**config.mk**
```make
export PLATFORM = sky130hd
export DESIGN_NAME = acc_control_fsm
export DESIGN_NICKNAME = d
export VERILOG_FILES = /design/src/rtl/acc_control_fsm.sv
export SDC_FILE = /design/constraint.sdc
export NUM_CORES = 1
export LEC_CHECK = 0
export ABC_AREA = 1
export BUFFER_PORTS_ARGS = -buffer_cell sky130_fd_sc_hd__clkbuf_2
export CAP_MARGIN = 15
export CORE_ASPECT_RATIO = 0.7
export CORE_MARGIN = 5
export CORE_UTILIZATION = 35
export CTS_BUF_LIST = sky130_fd_sc_hd__clkbuf_16
export DETAILED_ROUTE_END_ITERATION = 10
export PLACE_DENSITY_LB_ADDON = 0.3
export SYNTH_ARGS = -nofsm -noshare
export SYNTH_HDL_FRONTEND = slang
export SYNTH_SLANG_ARGS = --single-unit
```
**constraint.sdc**
```tcl
create_clock -name clock -period 1.4 [get_ports clock]
set_input_delay 0.28 -clock clock [delete_from_list [all_inputs] [get_ports clock]]
set_output_delay 0.28 -clock clock [all_outputs]
set_load 0.1 [all_outputs]
```
**src/rtl/acc_control_fsm.sv**
```systemverilog
// Multi-cycle fetch/decode/execute sequencer for the accumulator CPU; drives memory, IR/MDR/ACC and PC-write controls.
// Optional subroutine support (JSR/RTS) is compiled in when CTRL_SUBROUTINE_EN is defined.
module acc_control_fsm #(
  parameter int WAIT_LIMIT = 15
) (
  input  logic       clock,
  input  logic       reset,
  input  logic [3:0] opcode,
  input  logic       mem_ready,
  output logic       mem_read,
  output logic       mem_write,
  output logic       addr_src,
  output logic       ir_write,
  output logic       mdr_write,
  output logic       acc_write,
  output logic       acc_src,
  output logic [2:0] alu_op,
  output logic [1:0] pc_src,
  output logic [3:0] pc_write_sig,
  output logic [3:0] branch_en,
  output logic       pc_write_cond,
  output logic       saved_pc_write,
  output logic       halted,
  output logic       illegal,
  output logic       bus_error
);

  typedef enum logic [2:0] {
    FETCH, DECODE, MEM, EXEC, BRANCH, JSR, RTS, HALT
  } state_t;

  localparam logic [3:0] OP_NOP = 4'h0;
  localparam logic [3:0] OP_LDA = 4'h1;
  localparam logic [3:0] OP_STA = 4'h2;
  localparam logic [3:0] OP_JMP = 4'h8;
  localparam logic [7:0] WAIT_LAST = 8'(WAIT_LIMIT - 1);

  state_t     state, nextState;
  logic [7:0] waitCnt;
  logic       memPhase;
  logic       timeout;
  logic       setIllegal;

  assign memPhase = (state == FETCH) || (state == MEM);
  // Timeout fires on the WAIT_LIMIT-th consecutive stalled cycle of one access.
  assign timeout  = (WAIT_LIMIT != 0) && memPhase && !mem_ready && (waitCnt == WAIT_LAST);

  always_comb begin
    nextState      = state;
    setIllegal     = 1'b0;
    mem_read       = 1'b0;
    mem_write      = 1'b0;
    addr_src       = 1'b0;
    ir_write       = 1'b0;
    mdr_write      = 1'b0;
    acc_write      = 1'b0;
    acc_src        = 1'b0;
    alu_op         = 3'd0;
    pc_src         = 2'd0;
    pc_write_sig   = 4'b0000;
    branch_en      = 4'b0000;
    pc_write_cond  = 1'b0;
    saved_pc_write = 1'b0;
    halted         = 1'b0;

    case (state)
      FETCH: begin
        mem_read = 1'b1;
        if (mem_ready) begin
          ir_write  = 1'b1;
          nextState = DECODE;
        end else if (timeout) begin
          nextState = HALT;
        end
      end
      DECODE: begin
        pc_write_sig = 4'b0011;
        case (opcode)
          OP_NOP:                               nextState = FETCH;
          4'h1, 4'h2, 4'h3, 4'h4, 4'h5, 4'h6:   nextState = MEM;
          4'h7:                                 nextState = EXEC;
          4'h8, 4'h9, 4'hA, 4'hB, 4'hC:         nextState = BRANCH;
`ifdef CTRL_SUBROUTINE_EN
          4'hD:                                 nextState = JSR;
          4'hE:                                 nextState = RTS;
`else
          4'hD, 4'hE: begin
            nextState  = HALT;
            setIllegal = 1'b1;
          end
`endif
          default:                              nextState = HALT;
        endcase
      end
      MEM: begin
        addr_src = 1'b1;
        if (opcode == OP_STA) mem_write = 1'b1;
        else                  mem_read  = 1'b1;
        if (mem_ready) begin
          if (opcode == OP_STA) begin
            nextState = FETCH;
          end else begin
            mdr_write = 1'b1;
            nextState = EXEC;
          end
        end else if (timeout) begin
          nextState = HALT;
        end
      end
      EXEC: begin
        acc_write = 1'b1;
        if (opcode == OP_LDA) acc_src = 1'b1;
        else                  alu_op  = 3'(opcode - 4'd2);
        nextState = FETCH;
      end
      BRANCH: begin
        pc_src = 2'd1;
        if (opcode == OP_JMP) begin
          pc_write_sig = 4'b0011;
        end else begin
          pc_write_cond = 1'b1;
          case (opcode)
            4'h9:    branch_en = 4'b1000;
            4'hA:    branch_en = 4'b0010;
            4'hB:    branch_en = 4'b0100;
            4'hC:    branch_en = 4'b0001;
            default: branch_en = 4'b0000;
          endcase
        end
        nextState = FETCH;
      end
`ifdef CTRL_SUBROUTINE_EN
      JSR: begin
        saved_pc_write = 1'b1;
        pc_src         = 2'd1;
        pc_write_sig   = 4'b0011;
        nextState      = FETCH;
      end
      RTS: begin
        pc_src       = 2'd2;
        pc_write_sig = 4'b1001;
        nextState    = FETCH;
      end
`endif
      HALT: begin
        halted    = 1'b1;
        nextState = HALT;
      end
      default: nextState = FETCH;
    endcase

    // No architectural state may change in a reset cycle.
    if (reset) begin
      mem_write      = 1'b0;
      ir_write       = 1'b0;
      mdr_write      = 1'b0;
      acc_write      = 1'b0;
      pc_write_sig   = 4'b0000;
      pc_write_cond  = 1'b0;
      saved_pc_write = 1'b0;
    end
  end

  always_ff @(posedge clock) begin
    if (reset) begin
      state     <= FETCH;
      waitCnt   <= 8'd0;
      illegal   <= 1'b0;
      bus_error <= 1'b0;
    end else begin
      state <= nextState;
      if (nextState != state)          waitCnt <= 8'd0;
      else if (memPhase && !mem_ready) waitCnt <= waitCnt + 8'd1;
      if (setIllegal) illegal   <= 1'b1;
      if (timeout)    bus_error <= 1'b1;
    end
  end

endmodule
```
; ---- Word-level counts from Yosys, hierarchy flattened
; Index checks and enable logic that the tools add are counted.
[op_classes]
n_addsub = 2
multipliers = 0
div_mod_pow = 0
magnitude_cmp = 0
eq_ne = 21
n_shift = 0
mux = 37
n_bitwise = 0
reduce_logical = 10
[ops]
columns = cell, n
row1 = "equality test 4 bit, second input constant", 7
row2 = one-hot mux 3 bit (4 select lines), 2
row3 = 2-to-1 mux 1 bit, 22
row4 = "equality test 4 x 3 -> 1 bit, second input constant", 4
row5 = one-hot mux 4 bit (4 select lines), 1
row6 = 2-to-1 mux 3 bit, 5
row7 = 2-to-1 mux 4 bit, 3
row8 = "adder 8 x 1 -> 8 bit, second input constant", 1
row9 = "equality test 4 x 2 -> 1 bit, second input constant", 2
row10 = "equality test 8 x 4 -> 1 bit, second input constant", 1
row11 = "equality test 3 x 2 -> 1 bit, second input constant", 2
row12 = "equality test 3 bit, second input constant", 2
row13 = OR reduction 6 bit, 1
row14 = OR reduction 5 bit, 1
row15 = "equality test 4 x 1 -> 1 bit, second input constant", 1
row16 = zero test 4 bit, 1
row17 = 2-to-1 mux 2 bit, 2
row18 = one-hot mux 2 bit (2 select lines), 1
row19 = OR reduction 2 bit, 2
row20 = "equality test 3 x 1 -> 1 bit, second input constant", 1
row21 = zero test 3 bit, 1
row22 = != test 3 bit, 1
row23 = "subtractor 3 x 2 -> 3 bit, second input constant", 1
row24 = logical AND 1 bit, 2
row25 = 3 further kinds, 3
[totals]
ff_bits = 13
latch_bits = 0
ram_bits = 0
rom_bits = 0
in_bits = 7
word_cells = 74
mem_count = 0

; ---- Depth between registers and ports, before layout
; Gate-level depths: netlist of run 1.
[depth]
depth_word = 9
mapped_depth = 12
ltp_nobuf = 11

; ---- Worst setup path after synthesis of run 1
; OpenSTA, ideal clock, no wires.
[synth_timing]
kind = register to output
start = reg state[2]
end = out branch_en[0]
arrival_time_ps = 5827
required_ps = 1120
setup_slack_ps = -4707
path_stages_with_launch = 5
n_path_buf = 0
path_cell_list = dfxtp_1 inv_2 nor3_1 inv_1 nor4_1
[synth_between]
elab_chain_len = 2
[synth_lines]
columns = item, line
row1 = "start, declared", 38  ; state_t state, nextState;
row2 = "start signal, assigned", 171  ; state <= nextState;
row3 = equality test 3 bit, 66  ; case (state)
row4 = 2-to-1 mux 4 bit, 66
row5 = "end, declared", 20  ; output logic [3:0] branch_en,
; No other way between the ends.

; ---- Worst setup path after layout of run 1
[layout_timing]
start = reg state[1]
end = out mem_write
[layout_between]
elab_chain_len = 3
[layout_lines]
columns = item, line
row1 = equality test 3 x 2 -> 1 bit, 66
row2 = 2-to-1 mux 1 bit, 66
row3 = 2-to-1 mux 1 bit, 153  ; if (reset) begin
row4 = "end, declared", 11  ; output logic mem_write,
; No other way between the ends.

==> results of run 1 <==
==> cell usage in the layout (no fill, tap or decap), types with 2 or more instances in the layout <==
cell       instances
buf_12            22
nor2_4             9
nand3_1            6
xor2_1             6
inv_4              3
dfxtp_4            3
dfxtp_1           10
ha_1               2
inv_1             17
conb_1             4
nor2_1            10
nand2_2            7
buf_4             46
buf_6              5
nand3_4            2
clkbuf_16          3
a21oi_4            2
inv_2              5
nand2_4           10
nand2_1           18
a21oi_1            4
nor3_1             2
nand3_2            5
nor2_2            13
clkbuf_2           6
nor3_4             8
==> power groups by stage <==
stage                     clock, W  combinational (W)  sequential [W]
after global routing      0.000559            0.00110        0.000425
after detailed placement         0           0.000897        0.000422
after floorplan                  0           0.000587        0.000417
after CTS                 0.000552           0.000951        0.000417
after global placement           0           0.000881        0.000419
final                     0.000541            0.00107        0.000424
==> logic make-up (layout without fill, tap and decap cells) <==
family                     count (synthesis)  after routing  synth area share (%)
adders and majority gates                  2              2                  2.37
AOI/OAI and AO/OA                         10             10                  4.86
and+or+nand+nor                           95             95                  47.4
xor gates and xnor gates                   7              7                  5.81
buffers and inverters                     33            109                  14.5
DFF                                       13             13                  24.7
other                                      1              4                 0.356
==> worst max-delay path by stage <==
stage	end	startpoint	slack, ps
global placement	branch_en[3]	state[2]$_SDFF_PP0_	-220
CTS	pc_write_cond	state[2]$_SDFF_PP0_	-400
global route	branch_en[0]	state[1]$_SDFF_PP0_	-420
finish	mem_write	state[1]$_SDFF_PP0_	-390
detailed placement	branch_en[3]	state[2]$_SDFF_PP0_	-270
floorplan	branch_en[0]	state[2]$_SDFF_PP0_	-1480
==> flip-flops by register name, indices dropped and copies added, names as in the netlist <==
| signal | cells |
|---|---|
| waitCnt | 8 |
| state | 3 |
| illegal | 1 |
| bus_error | 1 |
==> per-layer routing <==
| layer | global-route usage, % | up-vias | share of wire, % |
|---|---|---|---|
| met4 | 2.24 | 0 | 6.1 |
| li1 | - | 656 | - |
| met5 | 0 | - | 0 |
| met3 | 5.96 | 33 | 9.3 |
| met2 | 31.6 | 108 | 48 |
| met1 | 25.5 | 703 | 37 |
==> worst register-to-register path, stage by stage (launching register included) <==
cell	delay (ps)
dfxtp_4	380
buf_4	150
nor2_4	140
nand2_4	80
inv_4	90
nand2_1	120
nor3_1	290
xor2_1	260
nor2_2	60
==> stage by stage <==
step / instance area [µm²] / setup TNS, ps
floorplan: 1280 / -19860
global placement: 2020 / -3300
detailed placement: 2020 / -4470
CTS: 2210 / -7780
global route: 2330 / -9040
finish: 2330 / -7950
==> repair_timing <==
action | in CTS | in global routing
resized for setup | 18 | 28
hold endpoints to repair | 0 | 0
cloned | 0 | 0
pin swaps | 8 | 12
setup buffers | 8 | 8
endpoints found under the setup margin | 29 | 29
==> layout make-up <==
type	instances	area share, %
clock buffer	3	3.22
clock inverter	1	0.215
inverter	26	4.67
multi-input combinational	118	40.9
sequential	13	11.6
tap	36	1.93
timing repair buffer	79	37.4
==> impl_table.tex, run 1 <==
\begin{tabular}{lr}
\hline
Metric & Value \\
\hline
\multicolumn{2}{l}{\textbf{Power}} \\
Share of power burned in registers & approximately a fifth \\
Clock network power share & 26.6\% \\
Switching Share & 42.2\% \\
Net switching power & 0.000858 W \\
Total power consumption of the routed design & 0.00203 W \\
Internal cell power & around 0.0012 W \\
Maximum vdd ir drop & 0.872 mV \\
Power density of the placed cells & 872 nW/µm² \\
Leakage & 1.03 nW \\
Combinational power share & 52.5\% \\
\multicolumn{2}{l}{\textbf{Worst setup path}} \\
Critical path class & flop to output port \\
Startpoint of the worst register-to-register path & state[0]\$\_SDFF\_PP0\_ \\
Largest stage delay on the critical path & around 400 ps \\
Path length in cells of the critical path & 4 \\
Critical path's slowest cell & dfxtp\_4 \\
Depth of the worst register-to-register path & 8 \\
Cell class contributing the biggest share of worst-path delay & simple AND/OR/NAND/NOR gates \\
Number of buffer and inverter stages on the critical path & 2 \\
Reg-to-reg slack, setup & -280 ps \\
Max Fanout on Critical Path & 5 \\
Critical Path Source Type & flop \\
Endpoint class of the critical path & output port \\
End of the worst register-to-register path & waitCnt[6]\$\_SDFFE\_PP0P\_ \\
CP arrival & 1510 ps \\
Worst path cell trace & inv\_4, nor3\_4, nor3b\_4, buf\_12 \\
Endpoint required time on the critical path & around 1100 ps \\
\multicolumn{2}{l}{\textbf{Place}} \\
Post-detail-place hpwl & 2.85 mm \\
Placer's final routability congestion estimate & 0.843 \\
Worst setup slack after placement & -267 ps \\
Count of port buffers added during placement & 27 \\
Dpl cells & 260 \\
\multicolumn{2}{l}{\textbf{Cells and area}} \\
Final std cells w/o fill & 276 \\
Number of inserted filler cells in the final layout & 157 \\
Area of the multi-input gates & between 900 and 1000 µm² \\
Area occupied by registers & 272 µm² \\
Layout cell share with drive strength beyond 1 & between 60\% and 70\% \\
Diode count & 0 \\
Area delta synth->final & 121\% \\
Final core utilization & 82.0\% \\
Number of nets in the layout & 250 \\
\multicolumn{2}{l}{\textbf{GRT}} \\
Pin count of the biggest net entering global routing & 13 \\
Number of antenna violations at the first check in global routing & 0 \\
Via count of the first global-routing pass & approximately 1,300 \\
Global-route total usage across every layer & between 10\% and 20\% \\
Global-route wire length before repair & 6.35 mm \\
Total grt overflow & 0 \\
\multicolumn{2}{l}{\textbf{Die}} \\
Area of the core & between 2000 and 3000 µm² \\
Placement row count & 16 \\
Die height & 55.9 µm \\
Number of placed I/O pins & 32 \\
Horizontal die dimension & 75.6 µm \\
Area enclosed by the die boundary & 4230 µm² \\
Initial Utilization & 37.1\% \\
\multicolumn{2}{l}{\textbf{Timing}} \\
Final setup violation count & 29 \\
Time the final worst path needs with I/O delays and setup & 1790 ps \\
Final critical-path share of the clock period & 128\% \\
Crit path setup slack, layout & -385 ps \\
Final max-slew violation count & 0 \\
Setup clock skew after layout & 2.09 ps \\
Worst-case hold slack & just over 400 ps \\
Final Hold Viols & 0 \\
Achievable frequency & $\sim$560 MHz \\
Setup repair after global routing missed its margin & true \\
\multicolumn{2}{l}{\textbf{Synth}} \\
Share of flip-flops with an asynchronous set or reset after synthesis & 0\% \\
Cells after synthesis & 161 \\
Ranking of synthesized cells by area & dfxtp\_1 (25\%), nand2\_1 (11\%), inv\_1 (8.5\%) \\
Library cell with the highest instance count after synthesis & nand2\_1 \\
Yosys warning count & 0 \\
Average footprint of a synthesized cell & approximately 6.6 µm² \\
Top cells by count, synth & nand2\_1 (31), inv\_1 (24), nor2\_1 (22), dfxtp\_1 (13), nand3\_1 (9) \\
Number of storage elements in the synthesis netlist & 13 \\
Number of enable flip-flop cells after synthesis & 0 \\
Fraction of the yosys area taken by sequential cells & 24.7\% \\
Primary FF master, synth & dfxtp\_1 \\
Yosys top cell by area & dfxtp\_1 \\
Number of distinct standard cells referenced by the synthesized netlist & 29 \\
Post-synthesis instance area & 1050 µm² \\
Post-synth top area share & 24.7\% \\
\multicolumn{2}{l}{\textbf{Drt}} \\
Detailed Routing Iterations Pass 1 & 5 \\
Vias per inst & 5.43 \\
Total Wirelength & 5.20 mm \\
Drt drc & 0 \\
Initial drt markers & 115 \\
Remaining number of nets flagged by the antenna check after routing & 0 \\
Via Count & approximately 1,500 \\
Post-DR wirelength/cell & 18.8 µm \\
\multicolumn{2}{l}{\textbf{Clock tree}} \\
Number of buffers between clock root and the deepest sink & 2 \\
Depth of the CTS H-tree & 1 \\
Number of clock sinks & 13 \\
Latest clock arrival within the worst-skew pair & 240 ps \\
Clock tree from TritonCTS & done \\
Cts bufs inserted & 3 \\
Clock-pin slew on the worst setup and hold paths & 40 ps \\
Number of buffers inserted for hold repair after clock tree synthesis & 0 \\
Clock tree root driver cell & clkbuf\_16 \\
\multicolumn{2}{l}{\textbf{Worst hold path}} \\
Type of the most critical hold path & primary input to flop \\
Hold Crit Depth & 3 \\
Hold Crit Start & reset \\
Worst Hold End & state[1]\$\_SDFF\_PP0\_ \\
\multicolumn{2}{l}{\textbf{Run status}} \\
Run status & finished, violations left \\
Failing checks & setup timing \\
\multicolumn{2}{l}{\textbf{Flow run}} \\
Number of max-cap violations & 0 \\
\hline
\end{tabular}
Power figures use the tool's default switching activity.
==> inputs of run 2 (changes only) <==
--- a/config.mk
+++ b/config.mk
@@ -14,6 +14,8 @@
 export CTS_BUF_LIST = sky130_fd_sc_hd__clkbuf_16
 export DETAILED_ROUTE_END_ITERATION = 10
 export PLACE_DENSITY_LB_ADDON = 0.3
+export REMOVE_ABC_BUFFERS = 1
+export SLEW_MARGIN = 10
 export SYNTH_ARGS = -nofsm -noshare
 export SYNTH_HDL_FRONTEND = slang
 export SYNTH_SLANG_ARGS = --single-unit
==> run 2 against run 1 <==
The flow still finishes with violations (setup timing). Cell count fell by 2.2%. First-iteration DRC count fell by 57%. Final area fell by 9.5%. Clock-buffer cell count did not move. Sequential power fell by 4%. Worst hold slack improved by 53 ps. Routed wire length fell by 33%. Core utilization fell by 7.8 points. Register-to-register slack improved by 40 ps. Sequential cell count did not move.
==> impl_table.tex, run 2 (synthesized netlist as in run 1, its figures left out) <==
\begin{tabular}{lr}
\hline
Metric & Value \\
\hline
\multicolumn{2}{l}{\textbf{Cells and area}} \\
Highest-count cells in the layout ignoring fill and taps & buf\_4 (42), nand2\_1 (23), inv\_1 (22), buf\_12 (20), nor2\_1 (14) \\
Layout cell share with drive strength beyond 1 & 56.4\% \\
Largest register FFs & 8 \\
Register name with the most flops & waitCnt \\
Final std cells w/o fill & 270 \\
Area delta synth->final & 100\% \\
Most frequent standard cell in the layout excluding fill and tap cells & buf\_4 \\
Diode count & 0 \\
Final Instance Area & 2110 µm² \\
Final core utilization & 74.3\% \\
Number of nets in the layout & 244 \\
Registers with the most flip-flops & waitCnt x8, state x3 \\
\multicolumn{2}{l}{\textbf{GRT}} \\
Number of antenna violations at the first check in global routing & 0 \\
Total grt overflow & 0 \\
Via count of the first global-routing pass & 1,182 \\
Pin count of the biggest net entering global routing & 10 \\
Global-route wire length before repair & approximately 5.5 mm \\
Global-route total usage across every layer & 16.7\% \\
\multicolumn{2}{l}{\textbf{Die}} \\
Horizontal die dimension & 75.6 µm \\
Area of the core & about 2800 µm² \\
Placement row count & 16 \\
Initial Utilization & 37.1\% \\
Die height & between 50 and 60 µm \\
Area enclosed by the die boundary & 4230 µm² \\
Number of placed I/O pins & 32 \\
\multicolumn{2}{l}{\textbf{Run status}} \\
Failing checks & setup timing \\
Run status & finished, violations left \\
\multicolumn{2}{l}{\textbf{Timing}} \\
Achievable frequency & around 560 MHz \\
Final max-slew violation count & 0 \\
Crit path setup slack, layout & -382 ps \\
Setup repair after global routing missed its margin & true \\
Setup clock skew after layout & 6.83 ps \\
Final setup violation count & 28 \\
Final critical-path share of the clock period & 127\% \\
Time the final worst path needs with I/O delays and setup & 1780 ps \\
Final Hold Viols & 0 \\
\multicolumn{2}{l}{\textbf{Worst setup path}} \\
Max Fanout on Critical Path & 4 \\
Largest stage delay on the critical path & 350 ps \\
Cell with the most instances on the worst path & buf\_12 \\
Timing startpoint of the critical path & state[0]\$\_SDFF\_PP0\_ \\
Cell class contributing the biggest share of worst-path delay & simple AND/OR/NAND/NOR gates \\
Worst path cell trace & buf\_12, nor3\_4, nor3b\_2, buf\_4, buf\_12 \\
Critical path class & flop to output port \\
Critical Path Source Type & flop \\
CP arrival & about 1500 ps \\
Critical path's slowest cell & dfxtp\_2 \\
Startpoint of the worst register-to-register path & state[1]\$\_SDFF\_PP0\_ \\
Number of buffer and inverter stages on the critical path & 3 \\
Endpoint required time on the critical path & 1120 ps \\
Endpoint class of the critical path & output port \\
\multicolumn{2}{l}{\textbf{Drt}} \\
Vias per inst & approximately 4.7 \\
Initial drt markers & roughly 50 \\
Via Count & 1,256 \\
Remaining number of nets flagged by the antenna check after routing & 0 \\
Drt drc & 0 \\
Post-DR wirelength/cell & 12.9 µm \\
Total Wirelength & 3.47 mm \\
Detailed Routing Iterations Pass 1 & 4 \\
\multicolumn{2}{l}{\textbf{Clock tree}} \\
Number of buffers between clock root and the deepest sink & 2 \\
Number of clock sinks & 13 \\
Cts bufs inserted & 3 \\
Clock tree from TritonCTS & done \\
Clock tree root driver cell & clkbuf\_16 \\
Clock-pin slew on the worst setup and hold paths & 50 ps \\
Latest clock arrival within the worst-skew pair & 250 ps \\
Depth of the CTS H-tree & 1 \\
\multicolumn{2}{l}{\textbf{Place}} \\
Placed standard-cell area & roughly 1800 µm² \\
Placer's final routability congestion estimate & around 0.81 \\
Count of port buffers added during placement & 27 \\
Worst setup slack after placement & -185 ps \\
Dpl cells & approximately 260 \\
Post-detail-place hpwl & 2.60 mm \\
\multicolumn{2}{l}{\textbf{Power}} \\
Power density of the placed cells & 902 nW/µm² \\
Leakage & 0.920 nW \\
Maximum vdd ir drop & 0.697 mV \\
\multicolumn{2}{l}{\textbf{Flow run}} \\
Number of max-cap violations & 0 \\
\multicolumn{2}{l}{\textbf{Worst hold path}} \\
Hold Crit Start & reset \\
Type of the most critical hold path & primary input to flop \\
\hline
\end{tabular}
## run 2: cell types whose count changed in the layout (fill, tap and decap cells not counted), sizes merged
cell,previous run,this run
inv,25,26
clkinvlp,1,0
buf,73,67
## run 2: stage by stage
step | total power (W) | hold slack (ps) | TNS [ps]
6_report | 0.00190 | 458 | -7100
5_1_grt | 0.00198 | 480 | -9240
4_1_cts | 0.00180 | 407 | -6740
3_5_place_dp | 0.00120 | 466 | -2930
3_3_place_gp | 0.00119 | 439 | -2400
2_1_floorplan | 0.000884 | 349 | -50470
## run 2: area by class of cell
cell class	count	area, µm²
multi-input combinational	118	817
timing repair buffer	73	802
fill	188	732
sequential	13	267
inverter	26	100
clock buffer	3	75.1
tap	36	45.0
clock inverter	1	5.00
## run 2: worst paths after layout
check	slack [ps]	to	cells after the start
max	-380	mem_write	5
max reg2reg	-240	waitCnt[7]$_SDFFE_PP0P_	12
min reg2reg	470	bus_error$_SDFFE_PP0P_	2
min	460	bus_error$_SDFFE_PP0P_	2
## run 2: repair_timing
action                                  4_1_cts  5_1_grt
pin swaps                                     6       13
hold buffers                                  0        0
resized for setup                            32       21
setup buffers                                 3        5
endpoints found under the setup margin       27       28
## run 2: worst reg2reg max path, cell delays in order (launching register included)
cell     delay, ps
dfxtp_4        360
nand2_1        140
buf_4          140
inv_1           30
nand2_1        110
nand2_1         80
inv_1           80
nand2_1         60
nand2_1         70
nand2_2         70
nor2_4         130
nand3_4        180
nor2_4         140
## run 2: power breakdown
group | internal, W | switching [W]
combinational | 0.000359 | 0.000588
sequential | 0.000389 | 0.0000183
clock | 0.000381 | 0.000169
total | 0.00113 | 0.000776
## run 2: metal layers
layer	wire, µm	vias up	GRT usage (%)	part of all wire (%)
met5	0	-	0	0
met4	70	0	5.24	2.0
met3	134	9	4.51	3.9
met2	1570	25	22.6	45
met1	1700	578	25.1	49
li1	-	644	-	-
